$ cat src/rtl/ide_pkg.sv
// Shared definitions for the IDE PIO cycle sequencer: state encoding,
// per-mode timing table and the strobe timeout default.
package ide_pkg;

    localparam int CNT_W              = 7;
    localparam int TIMEOUT_CYCLES_DEF = 64;

    typedef logic [CNT_W-1:0] cnt_t;

    localparam cnt_t CNT_MAX = '1;

    typedef enum logic [2:0] {
        ST_IDLE    = 3'd0,
        ST_SETUP   = 3'd1,
        ST_STROBE  = 3'd2,
        ST_ACK     = 3'd3,
        ST_RECOVER = 3'd4
    } state_t;

    typedef struct packed {
        cnt_t setup;
        cnt_t strobe;
        cnt_t recover;
    } pio_timing_t;

    // Cycle counts in CLK periods: setup / strobe / recover.
    localparam pio_timing_t PIO_MODE0 = '{setup: 7'd2, strobe: 7'd3, recover: 7'd3};
    localparam pio_timing_t PIO_MODE1 = '{setup: 7'd1, strobe: 7'd3, recover: 7'd2};
    localparam pio_timing_t PIO_MODE2 = '{setup: 7'd1, strobe: 7'd2, recover: 7'd1};
    localparam pio_timing_t PIO_MODE3 = '{setup: 7'd1, strobe: 7'd1, recover: 7'd1};

    function automatic pio_timing_t pio_timing(input logic [1:0] mode);
        pio_timing_t t;
        case (mode)
            2'd0:    t = PIO_MODE0;
            2'd1:    t = PIO_MODE1;
            2'd2:    t = PIO_MODE2;
            default: t = PIO_MODE3;
        endcase
        return t;
    endfunction

endpackage

$ cat src/rtl/sync_ff.sv
// Multi-stage flip-flop synchroniser for a single asynchronous level input.
module sync_ff #(
    parameter int DEPTH = 2
) (
    input  logic CLK,
    input  logic RESET_n,
    input  logic d,
    output logic q
);

    logic [DEPTH-1:0] stage;

    always_ff @(posedge CLK or negedge RESET_n) begin
        if (!RESET_n) begin
            stage <= '0;
        end else begin
            stage <= {stage[DEPTH-2:0], d};
        end
    end

    assign q = stage[DEPTH-1];

endmodule

$ cat src/rtl/ide_cycle_sequencer.sv
// Sequences one IDE PIO register access per 68k bus cycle: setup, strobe
// (stretched by IORDY, bounded by a timeout), DTACK, then recovery.
//
//   state   | meaning
//   IDLE    | waiting for a qualified request (AS_n low, ide_access high)
//   SETUP   | address setup, both strobes high
//   STROBE  | IOR_n or IOW_n low; min width, then stretched while IORDY low
//   ACK     | strobes high, DTACK high for this single cycle
//   RECOVER | recovery time, and waiting for AS_n to have gone high
module ide_cycle_sequencer
    import ide_pkg::*;
#(
    parameter int TIMEOUT_CYCLES = TIMEOUT_CYCLES_DEF,
    parameter int SYNC_STAGES    = 2
) (
    input  logic       CLK,
    input  logic       RESET_n,
    input  logic       AS_n,
    input  logic       RW,
    input  logic       ide_access,
    input  logic [1:0] pio_mode,
    input  logic       IORDY,
    output logic       IOR_n,
    output logic       IOW_n,
    output logic       DTACK,
    output logic       busy,
    output logic       timeout_err
);

    localparam int   SYNC_DEPTH = (SYNC_STAGES < 2) ? 2 : SYNC_STAGES;
    localparam cnt_t TMO_LAST   = cnt_t'(TIMEOUT_CYCLES - 1);

    state_t      state;
    state_t      state_nxt;
    cnt_t        cnt;
    logic [1:0]  mode_lat;
    logic        rw_lat;
    pio_timing_t tim;
    logic        iordy_sync;
    logic        as_rel_q;
    logic        as_rel_now;
    logic        start_cycle;
    logic        setup_done;
    logic        strobe_min_done;
    logic        strobe_ready;
    logic        tmo_hit;
    logic        tmo_set;
    logic        rec_done;
    logic        ior_n_nxt;
    logic        iow_n_nxt;
    logic        dtack_nxt;
    logic        busy_nxt;

    sync_ff #(.DEPTH(SYNC_DEPTH)) u_iordy_sync (
        .CLK     (CLK),
        .RESET_n (RESET_n),
        .d       (IORDY),
        .q       (iordy_sync)
    );

    // as_rel tracks whether AS_n has been seen high since the cycle started,
    // so a new request pending during RECOVER cannot stall the exit.
    assign as_rel_now      = as_rel_q | AS_n;
    assign start_cycle     = (state == ST_IDLE) && ide_access && !AS_n && as_rel_q;
    assign tim             = pio_timing(mode_lat);
    assign setup_done      = cnt >= (tim.setup - 7'd1);
    assign strobe_min_done = cnt >= (tim.strobe - 7'd1);
    assign strobe_ready    = strobe_min_done && iordy_sync;
    assign tmo_hit         = cnt >= TMO_LAST;
    assign rec_done        = cnt >= (tim.recover - 7'd1);
    assign tmo_set         = (state == ST_STROBE) && !AS_n && !strobe_ready && tmo_hit;

    always_ff @(posedge CLK or negedge RESET_n) begin
        if (!RESET_n) begin
            state <= ST_IDLE;
            IOR_n <= 1'b1;
            IOW_n <= 1'b1;
            DTACK <= 1'b0;
            busy  <= 1'b0;
        end else begin
            state <= state_nxt;
            IOR_n <= ior_n_nxt;
            IOW_n <= iow_n_nxt;
            DTACK <= dtack_nxt;
            busy  <= busy_nxt;
        end
    end

    always_comb begin
        state_nxt = state;
        case (state)
            ST_IDLE: begin
                if (start_cycle) state_nxt = ST_SETUP;
            end
            ST_SETUP: begin
                if (AS_n)            state_nxt = ST_RECOVER;
                else if (setup_done) state_nxt = ST_STROBE;
            end
            ST_STROBE: begin
                if (AS_n)              state_nxt = ST_RECOVER;
                else if (strobe_ready) state_nxt = ST_ACK;
                else if (tmo_hit)      state_nxt = ST_ACK;
            end
            ST_ACK: begin
                state_nxt = ST_RECOVER;
            end
            ST_RECOVER: begin
                if (rec_done && as_rel_now) state_nxt = ST_IDLE;
            end
            default: begin
                state_nxt = ST_IDLE;
            end
        endcase
    end

    // Outputs are decoded from the next state so they change on the entry edge.
    always_comb begin
        ior_n_nxt = 1'b1;
        iow_n_nxt = 1'b1;
        dtack_nxt = 1'b0;
        busy_nxt  = (state_nxt != ST_IDLE);
        if (state_nxt == ST_STROBE) begin
            if (rw_lat) ior_n_nxt = 1'b0;
            else        iow_n_nxt = 1'b0;
        end
        if (state_nxt == ST_ACK) dtack_nxt = 1'b1;
    end

    always_ff @(posedge CLK or negedge RESET_n) begin
        if (!RESET_n) begin
            cnt         <= '0;
            mode_lat    <= 2'd0;
            rw_lat      <= 1'b0;
            as_rel_q    <= 1'b0;
            timeout_err <= 1'b0;
        end else begin
            if ((state_nxt != state) || (state == ST_IDLE)) begin
                cnt <= '0;
            end else if (cnt != CNT_MAX) begin
                cnt <= cnt + 7'd1;
            end
            if (start_cycle) begin
                mode_lat <= pio_mode;
                rw_lat   <= RW;
            end
            as_rel_q <= start_cycle ? 1'b0 : as_rel_now;
            if (tmo_set) timeout_err <= 1'b1;
        end
    end

endmodule

$ cat config.mk
export PLATFORM = sky130hd
export DESIGN_NAME = ide_cycle_sequencer
export DESIGN_NICKNAME = d
export VERILOG_FILES = /design/src/rtl/ide_pkg.sv /design/src/rtl/sync_ff.sv /design/src/rtl/ide_cycle_sequencer.sv
export SDC_FILE = /design/constraint.sdc
export NUM_CORES = 1
export LEC_CHECK = 0
export ABC_AREA = 1
export CAP_MARGIN = 20
export CORE_AREA = 2 2 77 79
export DETAILED_ROUTE_END_ITERATION = 8
export DIE_AREA = 0 0 79 81
export PLACE_DENSITY = 0.51
export SYNTH_ARGS = -nofsm -noshare
export SYNTH_HDL_FRONTEND = slang
export SYNTH_SLANG_ARGS = --single-unit
$ cat constraint.sdc
create_clock -name CLK -period 2.1 [get_ports CLK]
set_input_delay 0.42 -clock CLK [delete_from_list [all_inputs] [get_ports CLK]]
set_output_delay 0.42 -clock CLK [all_outputs]
set_load 0.02 [all_outputs]
---- Yosys cells after proc, flatten, opt, wreduce, memory -nomap -nowiden ----
Index checks and enable logic that the tools add are counted.
storage, ports and cells
  bits in registers ....................... 21
  latch bits .............................. 0
  memory bits (writable) .................. 0
  ROM bits ................................ 0
  input port bits ......................... 8
  logic and storage cells ................. 62
  memories ................................ 0
cells by class
  add/sub/neg operators ................... 4
  multiply operators ...................... 0
  divide/modulo/power cells ............... 0
  magnitude comparators ................... 4
  equality and inequality tests ........... 10
  shift-type cells ........................ 0
  muxes and demuxes ....................... 17
  bitwise logic cells ..................... 1
  reductions and logical operators ........ 15
operator list
  kind                                                                    number
  16-bit case mux with 3 select lines                                     1
  7-bit >= comparator                                                     3
  3-bit two-way mux                                                       7
  7-bit by 1-bit subtractor with 7-bit output (second input constant)     3
  3-bit case mux with 5 select lines                                      1
  7-bit two-way mux                                                       2
  3-bit by 2-bit == test with 1-bit output (second input constant)        4
  1-bit logical AND                                                       8
  7-bit by 1-bit adder with 7-bit output (second input constant)          1
  7-bit by 6-bit >= comparator with 1-bit output (second input constant)  1
  7-bit != test (second input constant)                                   1
  1-bit two-way mux                                                       6
  3-bit by 1-bit == test with 1-bit output (second input constant)        1
  3-bit == test (second input constant)                                   1
  3-bit logical NOT                                                       1
  3-bit != test                                                           1
  3-bit nonzero test                                                      1
  2-bit by 1-bit == test with 1-bit output (second input constant)        1
  2-bit == test (second input constant)                                   1
  1-bit logical NOT                                                       2
  2-bit logical NOT                                                       1
  2-bit nonzero test                                                      1
  1-bit logical OR                                                        1
  1-bit bitwise OR                                                        1

---- Longest topological paths before layout ----
  depth in word-level cells ............... 11
  gate-level depth with buffers ........... 15
  mapped depth without buffers ............ 15

---- Hierarchy ----
From an unflattened synthesis, not the netlist that was laid out.
second synthesis, totals
  cell total of the unflattened synthesis .. 170
  area, all modules ....................... 1,302.5 µm²
modules (own cells, without submodules)
  module               times used  cells an instance  area each (µm²)  sequential area each (µm²)
  ide_cycle_sequencer  1           168                1,252.5          478.0
  sync_ff              1           2                  50.0             50.0

---- Worst setup path after synthesis ----
Ideal clock, no wire load.
  path type ............................... register -> register
  from .................................... register mode_lat[1]
  to ...................................... register cnt[4]
  setup time .............................. 0.122 ns
  arrival ................................. 1.658 ns
  required time ........................... 1.978 ns
  path slack .............................. 0.319 ns
  stages on the path, launching flop included .. 16
  clock period less this slack ............ 1.781 ns
  cells stage by stage .................... dfrtp_1 > nor2_1 > inv_1 > ha_1 > inv_1 > nand2_1 > nand2_1 > nor2_2 > nand2_2 > nand3_2 > nand2_1 > clkinv_2 > nand3_2 > nand2_2 > nand2_4 > nor2_2
between the ends
  word-level cells in the longest chain between the ends .. 11
RTL lines
  item                                                            RTL line                    text
  start: declaration                                              ide_cycle_sequencer.sv:36   logic [1:0] mode_lat;
  start signal: assignment                                        ide_cycle_sequencer.sv:143  mode_lat <= pio_mode;
  2-bit == test (tied with other cells)                           ide_pkg.sv:34               case (mode)
  16-bit case mux with 3 select lines (*)                         ide_pkg.sv:34
  7-bit by 1-bit subtractor with 7-bit output                     ide_cycle_sequencer.sv:67   assign strobe_min_done = cnt >= (tim.strobe - 7'd1);
  7-bit >= comparator                                             ide_cycle_sequencer.sv:67
  1-bit logical AND                                               ide_cycle_sequencer.sv:68   assign strobe_ready = strobe_min_done && iordy_sync;
  3-bit two-way mux                                               ide_cycle_sequencer.sv:101  else if (strobe_ready) state_nxt = ST_ACK;
  3-bit two-way mux                                               ide_cycle_sequencer.sv:100  if (AS_n) state_nxt = ST_RECOVER;
  3-bit case mux with 5 select lines (*)                          ide_cycle_sequencer.sv:91   case (state)
  3-bit != test (*)                                               ide_cycle_sequencer.sv:137  if ((state_nxt != state) || (state == ST_IDLE)) begin
  1-bit logical OR (*)                                            ide_cycle_sequencer.sv:137
  7-bit two-way mux / 2-bit nonzero test (equally long branches)  -
  end signal: assignment                                          ide_cycle_sequencer.sv:140  cnt <= cnt + 7'd1;
  end: declaration                                                ide_cycle_sequencer.sv:35   cnt_t cnt;
Mark *: on every way between the ends. The rest lies on a longest branch, timed or not.
A chain may end at the register's enable or synchronous reset.

---- Worst setup path in the final report ----
  from .................................... register mode_lat[0]
  to ...................................... register cnt[2]
The elaborated chain is that of the path after synthesis.

==> impl_results.md <==
* Count of different cell masters after synthesis at 24
* Critical path arrival at 2.04 ns
* Routability Congestion at 0.8277
* Final #Nets at 209
* Fraction of the cycle the final worst path needs at 0.9014
* Proportion of power drawn by combinational gates at 0.482
* Number of nets with antenna violations after detailed routing at 0
* Count of boundary I/O pins at 13
* Sequential Power Share at 0.346
* Total net switching power at 0.6656 mW
* Endpoint kind of the worst setup timing path: register
* Design Power at 1.588 mW
* RSZ-0062 raised after global routing: false
* Area growth from synthesis to layout at 21.76%
* Detailed Route WL at 2.565 mm
* Flip-flop and latch count after synthesis at 21
* Cells after synthesis at 171
* Number of antenna violations at the first check in global routing at 0
* Clock slew seen by the registers of the worst setup and hold paths at 0.08 ns
* Commonest register cell after synthesis: dfrtp_1
* Pwr Density at 973.0 mW/mm^2
* Final Util at 0.2875
* Cell type with the highest aggregate area in the netlist: dfrtp_1
* Post-CTS Hold Buffers at 0
* Vertical die dimension at 81 um
* IO Port Bufs at 12
* Starting density of the core at 0.2361
* Total of max-cap violations at 0
* Top-area cell type share of the netlist area at 0.3548
* Crit path required time at 2.25 ns
* Global routing usage summed across all routing layers at 0.09325
* Crit path max fanout at 7
* Post-Layout Inst Area at 0.001632 mm^2
* Post-DP Area at 0.001580 mm^2
* Synthesis warning total at 0
* Clock Skews at 0.004216 ns
* Run status: finished, final reports clean
* Via count of the routed design at 1050
* Worst-case clock buffer depth at 2
* CP Launch Type: register
* Maximum resistive drop on vdd at 0.0004713 V
* Maximum clock frequency at 0.5283 GHz
* Global-route wire length before repair at 4.712 mm
* Clock network power share at 0.171
* Average via count per standard cell at 3.947
* Setup tns final at 0 ns
* Slew Viols, Final at 0
* Post-synth EDFFs at 0
* Hold Path Class: reg2reg
* TritonCTS clock tree: yes
* Maximum number of pins on one net before global-route repair at 22
* Layout cell share with drive strength beyond 1 at 0.2565
* Filler-free cell count of the finished design at 266
* Number of fill cells in the layout at 650
* CTS Root Buffer Type: clkbuf_8
* CTS H-Tree Depth at 1
* Residual DRC at 0
* Number of buffers added by the clock tree synthesis step at 3
* Main area contributors after synthesis: dfrtp_1 35%, nand2_1 9.8%, ha_1 8.4%, nor2_1 7.3%, inv_1 5.6%
* Worst hold slack after final layout at 0.3529 ns
* Area occupied by multi-input gates at 715.7 um^2
* Clock Sinks at 21
* Overall overflow remaining after global route at 0
* Post-synthesis sequential area ratio at 0.3940
* Cell leakage power at 0.8177 nW
* Post-synth ARST share at 1.000
* Inst Count DP at 262
* Internal power at 0.9219 mW
* Area occupied by registers at 528.0 um^2
* DRC violation total after the first TritonRoute iteration at 34
* Worst Setup Slack, final at 0.2070 ns
* Setup-failing EPs final at 0
* Net switching share of the total power at 0.4193
* Vias in the first global route at 1032
* Synthesized cell area at 0.001340 mm^2
* Die width at 79 um
* Leading cell type by number of instances after synthesis: nand2_1
* CP Class: reg2reg
* # resized after CTS at 0
* Detailed-router iteration count before antenna repair at 4
* Worst Setup Slack post-DPL at 0.07532 ns
* Count of final hold-check violations at 0
* Full die area at 0.006399 mm^2
* Antenna Cells at 0
* Area of the placeable core at 0.005675 mm^2
* Count of standard-cell rows at 28
* Routed wire per std cell at 9.643 um
* Setup repair bufs after CTS at 0
* Time the worst path needs with I/O delays and setup at 1.893 ns
* Estimated wirelength of the detail-placed design at 2.088 mm
* Clock latency reported for the late side of the worst-skew pair at 0.26 ns
* Commonest cells in the netlist: 35 x nand2_1, 26 x nor2_1, 20 x inv_1
* Average instance area after synthesis at 7.836 um^2
[layout by cell type (no fill, tap or decap), types with 5 or more instances in the layout]
master and count:
dfrtp_1 19, nand3_1 6, inv_2 6, nand2_2 10, o21ai_0 5, nor2_2 13
nand2_1 35, nor2_1 25, clkdlybuf4s50_1 12, inv_1 20, ha_1 9
[area by class of cell]
cell class | instances | share of cell area
clock buffers | 3 | 0.02531
clock inverters | 1 | 0.004601
inverters | 27 | 0.06288
multi-input cells | 124 | 0.4387
flip-flops and latches | 21 | 0.3236
well taps | 75 | 0.05752
repair buffers | 15 | 0.08742
[worst paths after layout]
path / from / endpoint / slack [ns] / depth (start not counted)
worst max-delay path: mode_lat[0] / cnt[2] / 0.21 / 15
worst min-delay path: u_iordy_sync.stage[0] / u_iordy_sync.stage[1] / 0.35 / 0
worst max register to register: mode_lat[0] / cnt[2] / 0.21 / 15
worst min register to register: u_iordy_sync.stage[0] / u_iordy_sync.stage[1] / 0.35 / 0
max in group asynchronous: RESET_n / IOW_n / 1.32 / 2
min in group asynchronous: RESET_n / cnt[3] / 0.50 / 2
[power groups by stage]
stage               Sequential, mW  Combinational, mW  Clock (mW)
floorplan                    0.564              0.581           0
global route                 0.563              0.900       0.306
global placement             0.556              0.771           0
finish                       0.550              0.766       0.272
detailed placement           0.558              0.773           0
CTS                          0.549              0.778       0.289
[layer usage]
| layer | GRT usage | wire length (um) |
|---|---|---|
| met5 | 0 | 0 |
| met4 | 0.01552 | 11 |
| met3 | 0.02667 | 66 |
| met2 | 0.1475 | 1082 |
| met1 | 0.1291 | 1404 |
[flip-flops by register name (all words and copies together) (netlist names)]
signal and count:
as_rel_q 1, rw_lat 1, cnt 7, state 3, mode_lat 2, IOR_n 1
IOW_n 1, busy 1, timeout_err 1, DTACK 1, u_iordy_sync.stage 2
[worst max-delay path, stage by stage, from the launching register on]
cell,delay [ns]
dfrtp_1,0.41
nor2_2,0.18
inv_1,0.06
ha_1,0.30
inv_1,0.06
nand2_1,0.05
nand2_1,0.06
nor2_2,0.04
nand2_2,0.06
nand3_2,0.07
nand2_1,0.10
clkinv_2,0.08
nand3_2,0.08
nand2_2,0.06
nand2_4,0.12
nor2_2,0.04
[cells by family (layout without fill, tap and decap cells)]
group           count (synthesis)  in the layout  share of synthesized area
compound gates                 11             11                    0.05322
xor+xnor                        2              2                    0.01307
fa+ha+maj                       9              9                    0.08404
buf+inv                        27             46                    0.07656
flops                          21             21                     0.3940
other cells                     1              2                   0.002798
simple gates                  100            100                     0.3763
(Power assumes the default switching activity.)
==> RTL edit, RTL diff (same flow settings) <==
The parameter `SYNC_STAGES` goes from 2 to 4.
--- a/src/rtl/ide_cycle_sequencer.sv
+++ b/src/rtl/ide_cycle_sequencer.sv
@@ -12,5 +12,5 @@
 #(
     parameter int TIMEOUT_CYCLES = TIMEOUT_CYCLES_DEF,
-    parameter int SYNC_STAGES    = 2
+    parameter int SYNC_STAGES    = 4
 ) (
     input  logic       CLK,
Behaviour: not the same (a bounded check fails within 10 cycles, from zero or initial values and one cycle with RESET_n low).
==> RTL edit against the original RTL <==
Critical path depth is 3 lower. Sequential cell count up 2. Power down 0.44%. Worst setup slack lost 0.017 ns. Clock skew decreased by 0.0022 ns. Highest routed layer unchanged. Wire length grew 0.66%. Area after synthesis shrank 0.65%. Global-route usage is 0.33 points higher. Cell area barely moved.
==> RTL edit: results (changes against the original RTL) <==
[detailed_routing] met3 WL post-DR 91 um [was 66 um]
[yosys] leading cell types by count after synthesis nand2_1, nor2_1, inv_1 [unchanged]
[global_routing] met1 demand-to-capacity share in global routing 0.126 [was 0.129]
[detailed_routing] average vias per placed instance 3.92 [was 3.95]
[global_routing] met2 Resource Use GR 0.164 [was 0.147]
[worst_setup_path] worst setup path endpoint busy$_DFF_PN0_ [was cnt[2]$_DFFE_PN0P_]
[sta] maximum clock skew at final layout 0.00205 ns [was 0.00422 ns]
[worst_setup_path] setup slack, reg-to-reg 0.19 ns [was 0.21 ns]
[power] PD cells 970 nW/um^2 [was 973 nW/um^2]
[yosys] number of library cell types mapped by synthesis 23 [was 24]
[place] Placed Area 1570 sq um [was 1580 sq um]
[yosys] post-synthesis average cell area 7.65 sq um [was 7.84 sq um]
[global_routing] GRT Resource Usage Total 0.0965 [was 0.0932]
[worst_setup_path] count of cells along the worst register-to-register path 12 [was 15]
[sta] final hold slack 0.356 ns [was 0.353 ns]
[layout] final-stage net count 212 [was 209]
[yosys] sequential fraction of the synthesis area 0.434 [was 0.394]
[place] final estimated routing congestion in global placement 0.720 [was 0.828]
[detailed_routing] met1 WL 1290 um [was 1400 um]
[layout] area taken by multi-input logic gates 658 sq um [was 716 sq um]
[layout] count of fill cells added during filler insertion 642 [was 650]
[hold_path] hold path endpoint u_iordy_sync.stage[3]$_DFF_PN0_ [was u_iordy_sync.stage[1]$_DFF_PN0_]
[power] sequential cell fraction of total power 0.371 [was 0.346]
[detailed_routing] met2 wirelength from detailed routing 1190 um [was 1080 um]
[outcome] run status finished clean [unchanged]
[yosys] cells taking the most area after synthesis dfrtp_1, nand2_1, nor2_1 [was dfrtp_1, nand2_1, ha_1]
[detailed_routing] Post-Route WL 2580 um [was 2570 um]
[power] Peak supply drop 0.455 mV [was 0.471 mV]
[layout] filler-free cell count of the finished design 269 [was 266]
[place] DP Wirelength 2050 um [was 2090 um]
[detailed_routing] initial DRC count 49 [was 34]
[layout] fraction of final layout cells sized beyond drive strength 1 0.129 [was 0.257]
[power] Logic power comb 0.710 mW [was 0.766 mW]
[worst_setup_path] Critical Path Fanout Max 4 [was 7]
[sta] shortest clock period the worst path allows after layout 1.91 ns [was 1.89 ns]
[power] Leakage Power 0.803 nW [was 0.818 nW]
## RTL edit: cell count changes after synthesis, moves of 6 or more
cell | before | now
nor2_1 | 26 | 37
nand2_2 | 10 | 0
nor2_2 | 12 | 3
nand2_1 | 35 | 43
inv_1 | 20 | 26
## RTL edit: critical path: cells and delay by family (launching register included)
family / cells / cell delay [ns]
AND/OR/NAND/NOR: 10 / 1.03
adder cells (fa/ha/maj): 1 / 0.31
flip-flops: 1 / 0.41
buffers and inverters: 1 / 0.06
## RTL edit: cell type report
class | count | share of cell area
clock buffer | 3 | 0.0253
clock inverter | 1 | 0.00460
inverter | 29 | 0.0668
multi-input combinational | 123 | 0.404
sequential | 23 | 0.355
tap | 75 | 0.0576
timing repair buffer | 15 | 0.0875
## RTL edit: cells by family (layout without fill, tap and decap cells)
family          Yosys count  in the layout  synth area share
compound gates           12             12            0.0630
other cells               1              2           0.00282
flops                    23             23             0.434
xor+xnor                  2              2            0.0132
buf+inv                  29             48            0.0818
simple gates             98             98             0.320
fa+ha+maj                 9              9            0.0846
